$ cat src/rtl/tone_period_meter.sv
// Measures the rising-edge period of an asynchronous tone and tracks lock and loss of the tone.
// Optional feature: define TONE_MATCH_EN to drive tone_match from a period tolerance comparator.
module tone_period_meter #(
  parameter int unsigned CLK_FREQ          = 50_000_000,
  parameter int unsigned TIMEOUT_CYCLES    = CLK_FREQ / 10,
  parameter int unsigned MIN_PERIOD_CYCLES = 1000,
  parameter int unsigned TARGET_PERIOD     = CLK_FREQ / 1000,
  parameter int unsigned TOLERANCE         = 500
) (
  input  logic        clk,
  input  logic        rst_n,
  input  logic        tone_in,
  output logic [31:0] period_out,
  output logic        period_valid,
  output logic        tone_present,
  output logic        tone_lost,
  output logic        tone_match
);

  localparam logic [31:0] Timeout   = 32'(TIMEOUT_CYCLES);
  localparam logic [31:0] MinPeriod = 32'(MIN_PERIOD_CYCLES);

  // A period that can never be accepted, or a target beyond the timeout, is a configuration error.
  if (MIN_PERIOD_CYCLES > TIMEOUT_CYCLES ||
      TARGET_PERIOD + TOLERANCE > TIMEOUT_CYCLES) begin : g_cfg_check
    $error("tone_period_meter: period limits must fit below TIMEOUT_CYCLES");
  end

  typedef enum logic [1:0] {StIdle, StArmed, StLocked} state_e;

  state_e      state_q, state_d;
  logic        s1_q, s2_q, s3_q, rise_q;
  logic [31:0] cnt_q, cnt_d, period_d;
  logic        period_valid_d, tone_lost_d;
  logic        accept, timeout;

  always_comb begin
    accept         = rise_q && ((state_q == StIdle) || (cnt_q >= MinPeriod));
    // An accepted edge wins over a timeout landing in the same cycle.
    timeout        = (state_q != StIdle) && (cnt_q >= Timeout) && !accept;
    state_d        = state_q;
    cnt_d          = (cnt_q >= Timeout) ? Timeout : cnt_q + 32'd1;
    period_d       = period_out;
    period_valid_d = 1'b0;
    tone_lost_d    = 1'b0;
    if (accept) begin
      cnt_d = 32'd1;
      if (state_q == StIdle) begin
        state_d = StArmed;
      end else begin
        state_d        = StLocked;
        period_d       = cnt_q;
        period_valid_d = 1'b1;
      end
    end else if (timeout) begin
      state_d     = StIdle;
      tone_lost_d = 1'b1;
    end
  end

  // rise_q adds one stage after edge detection so the FSM acts three clocks after first sample.
  always_ff @(posedge clk) begin
    if (!rst_n) begin
      s1_q         <= 1'b0;
      s2_q         <= 1'b0;
      s3_q         <= 1'b0;
      rise_q       <= 1'b0;
      state_q      <= StIdle;
      cnt_q        <= 32'd0;
      period_out   <= 32'd0;
      period_valid <= 1'b0;
      tone_present <= 1'b0;
      tone_lost    <= 1'b0;
    end else begin
      s1_q         <= tone_in;
      s2_q         <= s1_q;
      s3_q         <= s2_q;
      rise_q       <= s2_q & ~s3_q;
      state_q      <= state_d;
      cnt_q        <= cnt_d;
      period_out   <= period_d;
      period_valid <= period_valid_d;
      tone_present <= (state_d == StLocked);
      tone_lost    <= tone_lost_d;
    end
  end

`ifdef TONE_MATCH_EN
  localparam logic [31:0] Target = 32'(TARGET_PERIOD);
  localparam logic [31:0] Tol    = 32'(TOLERANCE);

  logic [31:0] deviation;
  logic        tone_match_d;

  always_comb begin
    deviation    = (cnt_q >= Target) ? cnt_q - Target : Target - cnt_q;
    tone_match_d = tone_match;
    if (period_valid_d) begin
      tone_match_d = (deviation <= Tol);
    end else if (tone_lost_d) begin
      tone_match_d = 1'b0;
    end
  end

  always_ff @(posedge clk) begin
    if (!rst_n) begin
      tone_match <= 1'b0;
    end else begin
      tone_match <= tone_match_d;
    end
  end
`else
  assign tone_match = 1'b0;
`endif

endmodule

$ cat config.mk
export PLATFORM = sky130hd
export DESIGN_NAME = tone_period_meter
export DESIGN_NICKNAME = d
export VERILOG_FILES = /design/src/rtl/tone_period_meter.sv
export SDC_FILE = /design/constraint.sdc
export NUM_CORES = 1
export LEC_CHECK = 0
export CAP_MARGIN = 5
export CORE_AREA = 4 4 104 106
export DETAILED_ROUTE_END_ITERATION = 12
export DIE_AREA = 0 0 108 110
export PLACE_DENSITY = 0.55
export SLEW_MARGIN = 20
export SYNTH_ARGS = -nofsm -noshare
export SYNTH_HDL_FRONTEND = slang
export SYNTH_SLANG_ARGS = --single-unit
$ cat constraint.sdc
create_clock -name clk -period 3 [get_ports clk]
set_input_delay 0.45 -clock clk [delete_from_list [all_inputs] [get_ports clk]]
set_output_delay 0.45 -clock clk [all_outputs]
set_load 0.005 [all_outputs]
# ---- Word-level counts from Yosys, hierarchy flattened
# Index checks and enable logic that the tools add are counted.
dict set report word_totals {
  ff_bits 73
  word_cells 38
}
dict set report classes {
  add_sub_neg 1
  magnitude_cmp 2
  n_eq_ne 1
  mux 7
  bitwise_logic 4
  reduce_logical 11
}
# op count
set ops {}
lappend ops {{$add A32 B1 Y32 const B} 1}
lappend ops {{$ge A32 B10 Y1 const B} 1}
lappend ops {{$ge A32 B23 Y1 const B} 1}
lappend ops {{$mux W23} 1}
lappend ops {{$mux W2} 3}
lappend ops {{$reduce_and A2 Y1} 2}
lappend ops {{$logic_and A1 B1 Y1} 3}
lappend ops {{$mux W1} 3}
lappend ops {{$not A1 Y1} 3}
lappend ops {{$reduce_or A3 Y1} 1}
lappend ops {{$eq A2 B2 Y1 const B} 1}
lappend ops {{$logic_not A2 Y1} 1}
lappend ops {{$reduce_bool A2 Y1} 1}
lappend ops {{$reduce_or A2 Y1} 1}
lappend ops {{$and A1 B1 Y1} 1}
lappend ops {{$logic_not A1 Y1} 1}
lappend ops {{$logic_or A1 B1 Y1} 1}

# ---- Depth between registers and ports, before layout
dict set report depth {
  ltp_word 8
  mapped_depth 9
  depth_no_buf 6
}

# ---- Worst setup path after synthesis
# Ideal clock, no wire load.
dict set report synth_path {
  kind {register -> register}
  start {register cnt_q[10]}
  end {register cnt_q[15]}
  setup_time_ns 0.065
  arrival_ns 2.203
  required_ns 2.935
  path_slack_ns 0.732
  stages_incl_launch_ff 9
  n_path_buf 3
  path_cell_list {dfxtp_1 > or4_4 > nand4bb_1 > o32a_1 > buf_6 > or3_1 > buf_2 > buf_6 > nor2_1}
}
dict set report synth_between {
  elab_chain_cells 4
  word_cells_on_any_way 6
  classes_between {add/sub: 1; order compare: 2; reduce/logical: 3}
}
# element line
set synth_lines {}
lappend synth_lines {{from (decl)} 33} ;# logic [31:0] cnt_q, cnt_d, period_d;
lappend synth_lines {{from (signal assigned)} 80} ;# cnt_q <= cnt_d;
lappend synth_lines {{$ge A32 B10 Y1} 38} ;# accept = rise_q && ((state_q == StIdle) || (cnt_q >= MinPeriod));
lappend synth_lines {{$logic_or A1 B1 Y1} 38}
lappend synth_lines {{$logic_and A1 B1 Y1} 38}
lappend synth_lines {{$reduce_or A3 Y1 (no line)} --}
# Parallel ways exist; a longest one is shown, timed or not.
# A chain may end at the register's enable or synchronous reset.

# ---- Worst setup path after layout
dict set report layout_path {
  start {register cnt_q[10]}
  end {register cnt_q[21]}
}
# The elaborated chain is that of the path after synthesis.

==> flow_summary.json <==
{
  "hold_start": "s3_q",
  "portBuffers": 37,
  "avgSynthCellArea_um2": 9.15,
  "synthFlopType": "dfxtp_1",
  "syn2layout_area_growth_pct": 25.5,
  "root_buffer": "clkbuf_8",
  "clkSinkCount": 73,
  "path_class": "reg -> reg",
  "synth_top_area_share_pct": 50.4,
  "vias": 2159,
  "cts_tree": "done",
  "cts_hold_buffers": 0,
  "ir_drop_mv": 0.211,
  "drive_above_1_share_pct": 7.14,
  "gp_congestion": 0.747,
  "dieHeight_um": 110,
  "synth_compound_area_share_pct": 5.48,
  "core_um2": 9770,
  "antenna_left": 0,
  "synth-edff-count": 0,
  "worst_slew_pin_slew_ns": 0.688,
  "drv_cap": 0,
  "crit_family": "simple AND/OR/NAND/NOR gates",
  "antenna_found_initial": 0,
  "syn_inst": 317,
  "overflow": 0,
  "post_cts_buffers": 0,
  "fin_util_pct": 37.3,
  "yosys.area_share.simple_pct": 21.7,
  "worstSkewPairLatency_ns": 0.35,
  "synth_area_um2": 2900,
  "tns_ns": 0,
  "slowest_delay_ns": 0.65,
  "rows": 36,
  "start_util_pct": 29.7,
  "dp_hpwl_um": 4120,
  "drtPass1Iterations": 5,
  "synth.distinct_cells": 36,
  "skew_ns": 0.0114,
  "cts_resized": 0,
  "yosysSeqAreaShare_pct": 50.4,
  "drt_iter0_drc": 110,
  "dp.cells": 481,
  "min_path_type": "reg -> reg",
  "fp.dieW_um": 108,
  "fmax_mhz": 402,
  "yosysTopAreaCell": "dfxtp_1",
  "n_antenna_cell": 0,
  "p_per_area_nw_per_um2": 526,
  "worstSetupStartpointType": "flop",
  "htreeDepth": 3,
  "leakage_nw": 1.21,
  "synthMuxAreaShare_pct": 11.0,
  "rr_startpoint": "cnt_q[10]",
  "yosys_warnings": 0,
  "wl_per_cell_um": 11.9,
  "vias_per_cell": 4.34,
  "crit_slowest_cell": "or3_1",
  "drc": 0,
  "async_reset_ff_share_pct": 0,
  "status": "complete, no violations",
  "hold_viol": 0,
  "finalCriticalPeriod_ns": 2.49,
  "synth_top_family_by_area": "simple AND/OR/NAND/NOR gates",
  "yosys.area_share.adder_pct": 0.863,
  "grt_max_degree": 74,
  "worstPathArrival_ns": 2.77,
  "startpoint": "cnt_q[10]",
  "synth_xor_area_share_pct": 6.34,
  "path_cells": "or4_4 > nand4bb_1 > o32a_1 > or3_1 > nor2_1",
  "final_cells": 497,
  "cp.required_ns": 3.27,
  "rsz0062_at_grt": "no",
  "synth-seq-cells": 73,
  "cp_max_fo": 14,
  "setup_viol": 0,
  "clk_pin_slew_ns": 0.07,
  "nNetsFinal": 364,
  "numCtsBuffers": 9,
  "dieArea_um2": 11900,
  "grt_usage_pct": 11.2,
  "max_slew_margin_pct": 54.2,
  "clk_path_buf_depth": 2,
  "crit_path_end_kind": "flop",
  "synth_area_leaders": "dfxtp_1 (50%), mux2i_1 (11%), nand2_1 (9.8%), xor2_1 (4.8%), nor2_1 (2.8%)",
  "grt_pass1_wl_um": 10400,
  "maxSlewViolCount": 0,
  "fin_crit_sh_pct": 83.0,
  "crit_buf_inv": 0,
  "io_pins": 39,
  "drt-total-wl_um": 5940,
  "grt_pass1_vias": 2159
}
state kept, by name (all words and copies together) (netlist names):
name          count
period_out       32
tone_lost         1
cnt_q            32
tone_present      1
rise_q            1
s1_q              1
state_q           2
s2_q              1
period_valid      1
s3_q              1
logic make-up (layout without fill, tap and decap cells):
family,Yosys count,in the layout
compound gates,22,22
buf+inv,25,63
other cells,1,10
flops,73,73
mux,32,32
xor+xnor,21,21
simple gates,141,141
fa+ha+maj,2,2
per-stage QoR:
step / area [um2] / hold WS, ns / total power, mW / setup slack (ns)
2_1_floorplan: 2930 / 0.367 / 1.06 / 0.732
3_3_place_gp: 3410 / 0.372 / 1.07 / 0.575
3_5_place_dp: 3410 / 0.382 / 1.07 / 0.525
4_1_cts: 3640 / 0.392 / 1.95 / 0.504
5_1_grt: 3640 / 0.414 / 2.00 / 0.337
6_report: 3640 / 0.390 / 1.92 / 0.510
final cells by class:
type	count	area, um2
Fill cell	985	6130
Tap cell	133	166
Inverter	5	18.8
Timing Repair Buffer	42	403
Multi-Input combinational cell	228	1360
Clock buffer	11	151
Sequential cell	73	1460
Clock inverter	5	77.6
cells in the mapped netlist, types with 2 or more instances:
cell / instances
o21a_1: 2
nand4_1: 7
nor2_1: 22
nor4_1: 5
or3_1: 3
o211ai_1: 2
nand3_1: 11
a211o_1: 2
clkbuf_1: 13
xnor2_1: 5
xor2_1: 16
dfxtp_1: 73
nor2b_1: 3
mux2i_1: 32
ha_1: 2
nor3_1: 5
buf_2: 4
nand2_1: 76
inv_1: 5
buf_6: 2
a21oi_1: 9
and2_1: 4
layout by cell type, fill, tap and decap left out, drive strengths merged, types with 2 or more instances in the layout:
cell	n
nor2	22
conb	10
buf	6
xor2	16
inv	5
clkdlybuf4s50	36
nor3	5
a21oi	9
clkbuf	11
nand4	7
clkinv	2
nor4	5
a211o	2
nand3	11
o211ai	2
nor2b	3
mux2i	32
xnor2	5
bufinv	2
o21a	2
dfxtp	73
nand2	76
or3	3
ha	2
and2	4
power breakdown:
group	switching (mW)	leakage (nW)	internal [mW]
clock	0.356	0.115	0.510
combinational	0.0299	0.502	0.0168
sequential	0.0174	0.595	0.985
worst paths after layout:
path              depth (start not counted)         to  slack (ns)
setup reg to reg                          5  cnt_q[21]        0.51
setup / recovery                          5  cnt_q[21]        0.51
hold reg to reg                           1     rise_q        0.39
hold / removal                            1     rise_q        0.39
metal layers:
layer / vias up / global-route usage (%) / wire, um
li1: 1128 / - / -
met1: 979 / 14.3 / 2930
met2: 43 / 17.1 / 2610
met3: 9 / 4.31 / 292
met4: 0 / 4.06 / 104
met5: - / 0 / 0
Note: power is estimated with default switching activity, not from simulation.
==> variant 1: new RTL, same settings <==
Build with the macro `TONE_MATCH_EN` defined.
--- a/src/rtl/tone_period_meter.sv
+++ b/src/rtl/tone_period_meter.sv
@@ -1,5 +1,7 @@
 // Measures the rising-edge period of an asynchronous tone and tracks lock and loss of the tone.
 // Optional feature: define TONE_MATCH_EN to drive tone_match from a period tolerance comparator.
+`define TONE_MATCH_EN
+
 module tone_period_meter #(
   parameter int unsigned CLK_FREQ          = 50_000_000,
   parameter int unsigned TIMEOUT_CYCLES    = CLK_FREQ / 10,
Check against the original RTL: no difference found for any inputs over 10 cycles, from zero or initial values and one cycle with rst_n low; that may be too few to reach the edited logic, so the function may still have changed.
==> variant 1 against the original RTL <==
- total power rose by 8.2%
- cell area rose by 44%
- synthesized cell count rose by 51%
- fmax fell by 12%
- sequential share of layout area fell by 12 points
- setup slack got worse by 0.34 ns
- sequential cell count rose by 1
- area after synthesis rose by 39%
- global-route usage rose by 11 points
- routed wire length rose by 110%
- largest power group unchanged
==> variant 1: results <==
metrics = {
    "placement": {
        "dp.cells": 689,
        "place_congestion": 0.909,
        "dp_hpwl_um": 9300,
        "placed_area_um2": 4990,
        "pre_cts_ws_ns": 0.0840,
        "io_buffers": 38,
    },
    "synth": {
        "muxShareOfSynthArea": 0.0594,
        "yosys-top-cells-count": "dfxtp_1 (74), nor2_1 (43), a21oi_1 (42), nor2b_1 (37), nand2_1 (30)",
        "synth-compound-area-share": 0.192,
        "yosysTopAreaCellShare": 0.366,
        "ys_seq_area_frac": 0.366,
        "synth_area_leaders": "dfxtp_1 (37%), mux2i_1 (5.9%), nor2b_1 (5.7%), a21oi_1 (5.2%), nor2_1 (4.0%)",
        "avgSynthCellArea_um2": 8.44,
        "synth-xor-area-share": 0.0563,
        "yosysUniqueCellTypes": 62,
        "synthAdderAreaFrac": 0.0217,
    },
    "detailed_routing": {
        "wl_per_cell_um": 17.5,
        "routed-wl-met3_um": 488,
        "met1_length_um": 5790,
        "num_vias": 3737,
        "met2_wirelength_um": 5810,
        "drtIter0Drc": 188,
        "drtPass1Iterations": 7,
    },
    "global_routing": {
        "grtUsageTotal": 0.220,
        "use_met3": 0.0402,
        "grt_first_pass_wirelength_um": 20000,
        "grt_max_degree": 43,
        "use_met2": 0.372,
        "antenna_found_initial": 0,
        "grt_use_met1": 0.281,
        "grt_pass1_vias": 3750,
    },
    "clock_network": {
        "postCtsSetupBuffers": 0,
        "cts-htree-levels": 3,
        "clk_pin_slew_ns": 0.09,
        "cts_made_buffers": 9,
    },
    "timing": {
        "max_slew_margin": 0.607,
        "fin_worst_skew_ns": 0.00759,
    },
    "pwr": {
        "power.switching_mw": 0.523,
        "p_leak_nw": 1.97,
        "power_mw": 2.07,
        "ir_drop_uv": 298,
        "clkPwrFrac": 0.439,
        "sequentialPowerShare": 0.487,
    },
    "worst_setup_path": {
        "slowest_stage": "or4_4",
        "path_max_fanout": 5,
        "cp_slowest_stage_delay_ns": 0.56,
        "critPathTopFamily": "simple AND/OR/NAND/NOR gates",
        "crit_arrival_ns": 3.12,
    },
    "cells_and_area": {
        "drive_gt1_frac": 0.180,
        "fin_cells": 705,
        "fillers": 971,
        "num-nets-final": 577,
    },
    "status": {
        "status": "finished, final reports clean",
    },
}
variant 1: changes by cell type after synthesis, sizes merged, moves of 8 or more:
cell    unedited run  this run
xnor2              5        16
nor2b              3        37
clkbuf            13        24
a21oi              9        42
nand2             76        30
inv                5        13
nor2              22        44
mux2i             32        24
o21ai              1        24
variant 1: path summary, 6_finish.rpt:
path	start	to	slack [ns]	cells after the start
worst min register to register	s3_q	rise_q	0.39	1
worst max-delay path	cnt_q[16]	tone_match	0.17	9
worst max register to register	cnt_q[16]	tone_match	0.17	9
worst min-delay path	s3_q	rise_q	0.39	1
variant 1: cell type report:
type,count,area [um^2],area share
clock buffers,9,124,0.0237
clock inverters,7,108,0.0206
inverters,13,48.8,0.00934
multi-input cells,364,2400,0.459
flip-flops and latches,74,1480,0.284
well taps,133,166,0.0318
repair buffers,105,896,0.171
==> variant 2: new RTL, same settings <==
Made on the original files. Re-encode `state_e` (3 states) as one-hot, 3 bits wide.
--- a/src/rtl/tone_period_meter.sv
+++ b/src/rtl/tone_period_meter.sv
@@ -26,7 +26,7 @@
     $error("tone_period_meter: period limits must fit below TIMEOUT_CYCLES");
   end
 
-  typedef enum logic [1:0] {StIdle, StArmed, StLocked} state_e;
+  typedef enum logic [2:0] {StIdle = 3'b001, StArmed = 3'b010, StLocked = 3'b100} state_e;
 
   state_e      state_q, state_d;
   logic        s1_q, s2_q, s3_q, rise_q;
Function: same outputs for any inputs over 10 cycles, from zero or initial values and one cycle with rst_n low; not proved beyond that.
==> variant 2 against the original RTL <==
- routed wire length decreased by 4.5%
- total power increased by 3.2%
- highest routed layer unchanged
- cell area up 1.5%
- first-iteration DRC count decreased by 44%
- setup slack better by 0.47 ns
- critical path depth stayed put
- sequential cell count up 1
- area after synthesis rose by 3.9%
==> variant 2: results <==
metrics = {
    "status": {
        "status": "finished, final reports clean",
    },
    "placement": {
        "dp_hpwl_um": 4090,
        "dp.cells": 451,
        "io_buffers": 37,
        "place_congestion": 0.746,
    },
    "clock_network": {
        "cts_buffer_depth": 2,
        "cts_resized": 0,
        "clock-root-buffer": "clkbuf_8",
        "cts-htree-levels": 3,
        "postCtsSetupBuffers": 0,
        "clock_latency_ns": 0.34,
        "cts_made_buffers": 9,
        "clk_pin_slew_ns": 0.07,
    },
    "pwr": {
        "ir_drop_uv": 269,
        "p_leak_nw": 1.50,
        "p_int_mw": 1.59,
    },
    "cells_and_area": {
        "fillers": 993,
        "antenna_cells": 0,
        "num-nets-final": 334,
        "fin_cells": 466,
        "drive_gt1_frac": 0.117,
        "reg_top3": "cnt_q: 32 flops, period_out: 32 flops, state_q: 3 flops",
    },
    "worst_setup_path": {
        "crit_arrival_ns": 2.28,
        "path_max_fanout": 14,
        "slowest_stage": "dfxtp_1",
        "cp_slowest_stage_delay_ns": 0.41,
    },
    "synth": {
        "yosysUniqueCellTypes": 44,
        "avgSynthCellArea_um2": 10.5,
        "yosysWarnings": 0,
        "async_flop_share": 0,
        "synth_area_leaders": "dfxtp_1 (49%), mux2i_1 (11%), nor2_1 (5.1%), xor2_1 (3.8%), nor2_4 (3.4%)",
        "ys_seq_area_frac": 0.491,
        "yosys-top-cells-count": "dfxtp_1 (74), nor2_1 (41), mux2i_1 (32), xor2_1 (13)",
    },
    "global_routing": {
        "antenna_found_initial": 0,
        "grt_max_degree": 35,
        "grt_first_pass_wirelength_um": 9710,
        "grtUsageTotal": 0.104,
    },
    "detailed_routing": {
        "drtPass1Iterations": 4,
        "routed_via_density": 4.36,
        "wl_per_cell_um": 12.2,
        "drtIter0Drc": 62,
    },
    "timing": {
        "fin_worst_skew_ns": 0.0120,
        "worstMarginPinSlew_ns": 0.602,
    },
    "min_path": {
        "hold_class": "reg2reg",
    },
}
==> variant 2: per-layer routing <==
layer | track usage | share of wire | wire (um)
met2 | 0.171 | 0.49 | 2750
met1 | 0.126 | 0.46 | 2590
met3 | 0.0309 | 0.040 | 228
met5 | 0 | 0 | 0
met4 | 0.0487 | 0.018 | 101
==> variant 2: area by class of cell <==
class / instances / area (um^2) / area share
clock buffer: 10 / 138 / 0.0373
clock inverter: 5 / 103 / 0.0278
inverter: 6 / 22.5 / 0.00610
multi-input combinational: 197 / 1380 / 0.375
sequential: 74 / 1480 / 0.401
tap: 133 / 166 / 0.0450
timing repair buffer: 41 / 400 / 0.108
==> variant 2: critical path: cells and delay by family (launching register included) <==
| family | cells | cell delay, ns |
|---|---|---|
| flip-flops | 1 | 0.41 |
| AO/OA/AOI/OAI | 1 | 0.38 |
| AND/OR/NAND/NOR | 4 | 1.16 |
==> variant 2: cell families (layout without fill, tap and decap cells) <==
group | count (synthesis) | in the layout | synth area share
compound gates | 22 | 22 | 0.0544
xor+xnor | 21 | 21 | 0.0610
fa+ha+maj | 2 | 2 | 0.00830
buf+inv | 25 | 62 | 0.0643
flops | 74 | 74 | 0.491
mux | 32 | 32 | 0.106
other cells | 1 | 10 | 0.00124
simple gates | 110 | 110 | 0.213
==> variant 2: stage by stage <==
stage / cell area (um^2) / total power, mW / setup slack [ns] / util
2_1_floorplan: 3050 / 1.07 / 1.34 / -
3_3_place_gp: 3450 / 1.08 / 1.03 / 0.353
3_5_place_dp: 3450 / 1.08 / 0.980 / 0.353
4_1_cts: 3690 / 2.01 / 0.954 / 0.378
5_1_grt: 3690 / 2.05 / 0.811 / 0.378
6_report: 3690 / 1.98 / 0.979 / 0.378
==> variant 2: path summary, 6_finish.rpt <==
path | start | end | slack, ns | cells after the start
min reg2reg | s3_q | rise_q | 0.38 | 1
max reg2reg | cnt_q[11] | cnt_q[10] | 0.98 | 5
max | cnt_q[11] | cnt_q[10] | 0.98 | 5
min | s3_q | rise_q | 0.38 | 1
==> variant 2: power by group through the flow <==
stage | clock, mW | combinational, mW | sequential [mW]
6_report | 0.917 | 0.0409 | 1.02
5_1_grt | 0.983 | 0.0467 | 1.02
4_1_cts | 0.946 | 0.0415 | 1.02
3_5_place_dp | 0 | 0.0413 | 1.04
3_3_place_gp | 0 | 0.0408 | 1.04
2_1_floorplan | 0 | 0.0404 | 1.03
